**src/rtl/fifo_rr_arbiter.sv**
```systemverilog
// fifo_rr_arbiter
// Round-robin pop arbiter that merges a bank of NUM_Q source FIFOs into one
// destination stream. Each cycle it pops at most one non-empty source, chosen
// in cyclic order after the last granted source. Two cycles after a pop, the
// source's registered read data is pushed downstream, together with its id.
//
// Ports
//   clk              : clock, rising edge
//   reset_L          : asynchronous reset, active-high (legacy name)
//   fifo_empty       : per-source empty flags, bit i = source i
//   fifo_data        : per-source registered read data, source i at [i*DATA_SIZE +: DATA_SIZE]
//   dest_almost_full : destination back-pressure, 1 = stop popping
//   pop              : one-hot-or-zero read strobe to sources (combinational)
//   push             : write strobe to destination (registered)
//   data_out         : word presented with push (registered, holds when idle)
//   src_id           : source index of data_out (registered, holds when idle)
//   active           : arbiter is in the ACTIVE state
module fifo_rr_arbiter #(
  parameter int DATA_SIZE = 6,
  parameter int NUM_Q     = 4,
  parameter int ID_W      = 2
) (
  input  logic                       clk,
  input  logic                       reset_L,
  input  logic [NUM_Q-1:0]           fifo_empty,
  input  logic [NUM_Q*DATA_SIZE-1:0] fifo_data,
  input  logic                       dest_almost_full,
  output logic [NUM_Q-1:0]           pop,
  output logic                       push,
  output logic [DATA_SIZE-1:0]       data_out,
  output logic [ID_W-1:0]            src_id,
  output logic                       active
);

  typedef enum logic [0:0] {
    IDLE   = 1'b0,
    ACTIVE = 1'b1
  } state_t;

  state_t                state_r;
  state_t                state_nxt_s;
  logic [ID_W-1:0]       last_grant_r;
  logic [ID_W-1:0]       grant_s;
  logic                  grant_vld_s;
  logic [NUM_Q-1:0]      pop_s;
  logic                  pop_fire_s;
  logic                  pend_valid_r;
  logic [ID_W-1:0]       pend_id_r;
  logic [DATA_SIZE-1:0]  data_sel_s;
  logic                  push_r;
  logic [DATA_SIZE-1:0]  data_r;
  logic [ID_W-1:0]       src_id_r;

  // Round-robin search: walk offsets from NUM_Q down to 1 so the smallest
  // offset (closest to last_grant+1) overwrites the rest and wins. Offset
  // NUM_Q wraps onto last_grant itself, which is searched last. NUM_Q is a
  // power of two, so the ID_W-bit add wraps modulo NUM_Q for free.
  always_comb begin
    logic [ID_W-1:0] idx;
    idx         = '0;
    grant_s     = last_grant_r;
    grant_vld_s = 1'b0;
    for (int k = NUM_Q; k >= 1; k--) begin
      idx         = last_grant_r + ID_W'(k);
      grant_s     = (!fifo_empty[idx]) ? idx  : grant_s;
      grant_vld_s = (!fifo_empty[idx]) ? 1'b1 : grant_vld_s;
    end
  end

  // Next-state and pop decode. Both states move toward ACTIVE exactly when
  // some source has data and the destination has room.
  always_comb begin
    state_nxt_s = state_r;
    pop_s       = '0;
    case (state_r)
      IDLE: begin
        if (grant_vld_s && !dest_almost_full) begin
          state_nxt_s = ACTIVE;
        end else begin
          state_nxt_s = IDLE;
        end
      end
      ACTIVE: begin
        if (grant_vld_s && !dest_almost_full) begin
          pop_s[grant_s] = 1'b1;
          state_nxt_s    = ACTIVE;
        end else begin
          state_nxt_s    = IDLE;
        end
      end
      default: begin
        state_nxt_s = IDLE;
      end
    endcase
  end

  assign pop_fire_s = |pop_s;

  // State, round-robin pointer and the pop->data pipeline tag.
  always_ff @(posedge clk or posedge reset_L) begin
    if (reset_L) begin
      state_r      <= IDLE;
      last_grant_r <= ID_W'(NUM_Q - 1);
      pend_valid_r <= 1'b0;
      pend_id_r    <= '0;
    end else begin
      state_r <= state_nxt_s;
      if (pop_fire_s) begin
        last_grant_r <= grant_s;
        pend_valid_r <= 1'b1;
        pend_id_r    <= grant_s;
      end else begin
        pend_valid_r <= 1'b0;
      end
    end
  end

  // Select the registered read data of the source popped last cycle.
  always_comb begin
    data_sel_s = '0;
    for (int i = 0; i < NUM_Q; i++) begin
      data_sel_s = (pend_id_r == ID_W'(i)) ? fifo_data[i*DATA_SIZE +: DATA_SIZE] : data_sel_s;
    end
  end

  // Output stage: capture the source word and push it; data/id hold otherwise.
  always_ff @(posedge clk or posedge reset_L) begin
    if (reset_L) begin
      push_r   <= 1'b0;
      data_r   <= '0;
      src_id_r <= '0;
    end else if (pend_valid_r) begin
      push_r   <= 1'b1;
      data_r   <= data_sel_s;
      src_id_r <= pend_id_r;
    end else begin
      push_r   <= 1'b0;
    end
  end

  // pop stays combinational so a source is read in the same cycle it is granted.
  assign pop      = pop_s;
  assign push     = push_r;
  assign data_out = data_r;
  assign src_id   = src_id_r;
  assign active   = (state_r == ACTIVE);

endmodule
```
**config.mk**
```make
export PLATFORM = sky130hd
export DESIGN_NAME = fifo_rr_arbiter
export DESIGN_NICKNAME = d
export VERILOG_FILES = /design/src/rtl/fifo_rr_arbiter.sv
export SDC_FILE = /design/constraint.sdc
export NUM_CORES = 1
export LEC_CHECK = 0
export ABC_AREA = 0
export BUFFER_PORTS_ARGS = -buffer_cell sky130_fd_sc_hd__buf_2
export CAP_MARGIN = 10
export CORE_MARGIN = 3
export CORE_UTILIZATION = 46
export DETAILED_ROUTE_END_ITERATION = 12
export GPL_ROUTABILITY_DRIVEN = 0
export MAX_ROUTING_LAYER = met4
export PLACE_DENSITY = 0.94
export SYNTH_ARGS = -nofsm -noshare
export SYNTH_HDL_FRONTEND = slang
export SYNTH_SLANG_ARGS = --single-unit
export TNS_END_PERCENT = 50
```
**constraint.sdc**
```tcl
create_clock -name clk -period 3.1 [get_ports clk]
set_input_delay 0.31 -clock clk [delete_from_list [all_inputs] [get_ports clk]]
set_output_delay 0.31 -clock clk [all_outputs]
set_load 0.05 [all_outputs]
```
==> run summary <==
run status - finished clean
Power Density - 949 nW/um^2
Synth top area share - 40.3%
clock latency on the worst-skew pair - 0.28 ns
# fillers - 127
via count - 648
Seq/Total Area, Yosys - 46.8%
multi-input logic area - 398 sq um
post-route cell area - 1050 sq um
YS warnings - 0
ys flop type - dfrtp_1
final WL - 2.06 mm
reg2reg start - pend_id_r[0]
Post-DP Area - 1030 sq um
Die Span X - 47.9 microns
initial antenna violation count - 0
largest cells by area after synthesis - dfrtp_1, mux4_2, mux2_4
Final period util - 67.1%
CP Data Arrival Time - 1.77 ns
post-route minimum period - 2.08 ns
Post-synth ARST share - 100%
CP required - 2.79 ns
HPWL after DPL - 1.69 mm
DRT iter0 DRCs - 12
total negative slack - 0 ns
R2R depth - 2
Starting Density - 51.2%
row count - 14
class of the worst hold path - primary input to async pin
Crit Path Max Fanout - 6
gr ovfl total - 0
Comb power frac - 52.4%
wire length of the first global-routing pass - 2.88 mm
Leak - 0.539 nW
FF-to-FF End - data_out[0]
final setup violation count - 0
Die Area - 2290 sq um
router iterations before antenna repair - 2
clk root buf - clkbuf_4
DR WL/cell - 17.5 microns
Setup Skew - 0.00637 ns
synthesized area - 807 sq um
Fin. Hold Viols - 0
H-Tree Depth - 1
area of the core - 1580 sq um
CTS max path bufs - 2
Flop pwr share - 36.4%
Worst Setup Path Type - register to output port
slew at the pin closest to its max-slew limit - 0.568 ns
RSZ-0062 raised after global routing - false
CTS tree - done
Ant. Diodes - 0
Final nets - 134
biggest area consumer among synthesized cells - dfrtp_1
largest net degree at the start of global routing - 16
Total GRT Usage - 19.3%
clock power share - 11.2%
top cells by instance count after synthesis - dfrtp_1, mux2_4, mux4_2
P&R area growth vs syn - 30.5%
I/O pins - 45
Worst-path clk slew - 0.09 ns
syn nets - 88
Vias/cell - 5.49
ANT nets after route - 0
max-cap violations - 0
syn_area_per_cell - 14.2 sq um
Slew HR - 62.1%
layout cells sized above 1 - 65.7%
Die Ht - 47.9 microns
Post-synth EDFFs - 0
Fmax - 481 MHz
Syn Inst Count - 57
FF+latch count, synth - 15
DR DRC count - 0
most common cell in the synthesized netlist - dfrtp_1
Netlist cell types - 24
Resize count post-CTS - 0
Reg area - 378 sq um
CTS Hold Bufs - 0
Port Buffers - 44
CP Capture Type - output port
vias in the first global route - 673
R2R setup slack - 1.56 ns
internal power - 0.000544 W
P_sw - 0.000456 W
switching share of power - 45.6%
Worst Setup Start Kind - register
clock sink count - 15
setup bufs post-CTS - 0
Num CTS Buffers - 3
peak supply drop - 0.552 mV
max-slew violation count - 0
## registers in the layout (all words and copies together) (netlist names)
register / cells
active: 1
pend_id_r: 2
src_id: 2
last_grant_r: 2
push: 1
data_out: 6
pend_valid_r: 1
## worst max path at each step
stage | startpoint | slack [ns] | endpoint
after detailed placement | last_grant_r[0] | 1.35 | pop[2]
after floorplan | last_grant_r[0] | 0.83 | pop[2]
after global routing | last_grant_r[0] | 0.93 | pop[3]
after global placement | last_grant_r[0] | 1.39 | pop[2]
after CTS | last_grant_r[0] | 1.04 | pop[3]
final | last_grant_r[0] | 1.02 | pop[1]
## layer usage
metal,vias up,global-route usage (%),share of wire (%)
li1,299,-,-
met1,334,20.6,36
met2,15,35.4,61
met3,0,3.38,3.4
met4,0,6.45,0
met5,-,-,0
## final cells by class
type,count,share of cell area (%)
Multi-Input combinational cell,36,37.8
Sequential cell,15,35.9
Clock buffer,4,2.49
Tap cell,16,1.90
Timing Repair Buffer,44,20.9
Inverter,3,1.07
## power groups by stage
stage          combinational, W  sequential, W  clock [W]
2_1_floorplan          0.000267       0.000516          0
3_3_place_gp           0.000513       0.000363          0
3_5_place_dp           0.000524       0.000368          0
4_1_cts                0.000526       0.000365   0.000116
5_1_grt                0.000548       0.000380   0.000125
6_report               0.000524       0.000364   0.000112
## critical path, stage by stage, from the launching register on
cell,delay (ns)
dfstp_2,0.58
o2bb2ai_1,0.08
mux2i_1,0.28
nand2_1,0.12
nor2b_1,0.14
buf_2,0.28
## per-stage QoR
step | hold WS, ns | util (%) | worst slack, ns | instances | total power [W]
after floorplan | 0.210 | - | 0.826 | 57 | 0.000784
after global placement | 0.380 | 65.2 | 1.39 | 114 | 0.000877
after detailed placement | 0.389 | 65.2 | 1.35 | 114 | 0.000892
after CTS | 0.0797 | 66.8 | 1.04 | 118 | 0.00101
after global routing | 0.105 | 66.8 | 0.927 | 118 | 0.00105
final | 0.0643 | 66.8 | 1.02 | 118 | 0.00100
## cell usage in the layout, fill, tap and decap left out
cell type	count
a2bb2oi_1	1
mux2i_1	1
inv_1	2
o21ai_0	1
buf_2	44
nand2_1	2
a21oi_1	1
o211ai_1	1
inv_2	1
and2_1	1
a41oi_2	1
nor2b_1	2
clkbuf_4	3
a21o_1	2
mux4_2	6
mux2_4	6
o2bb2ai_1	1
dfstp_2	2
dfrtp_1	13
mux2_2	4
nor3_1	1
nand3_1	1
nor2_1	4
clkbuf_1	1
## cells by family after synthesis
kind of cell / after synthesis / share of synthesized area [%]
AND/OR/NAND/NOR: 11 / 6.36
multiplexers: 17 / 34.7
AO/OA/AOI/OAI: 8 / 8.22
buffers and inverters: 6 / 3.87
flip-flops: 15 / 46.8
Power figures use the tool's default switching activity.
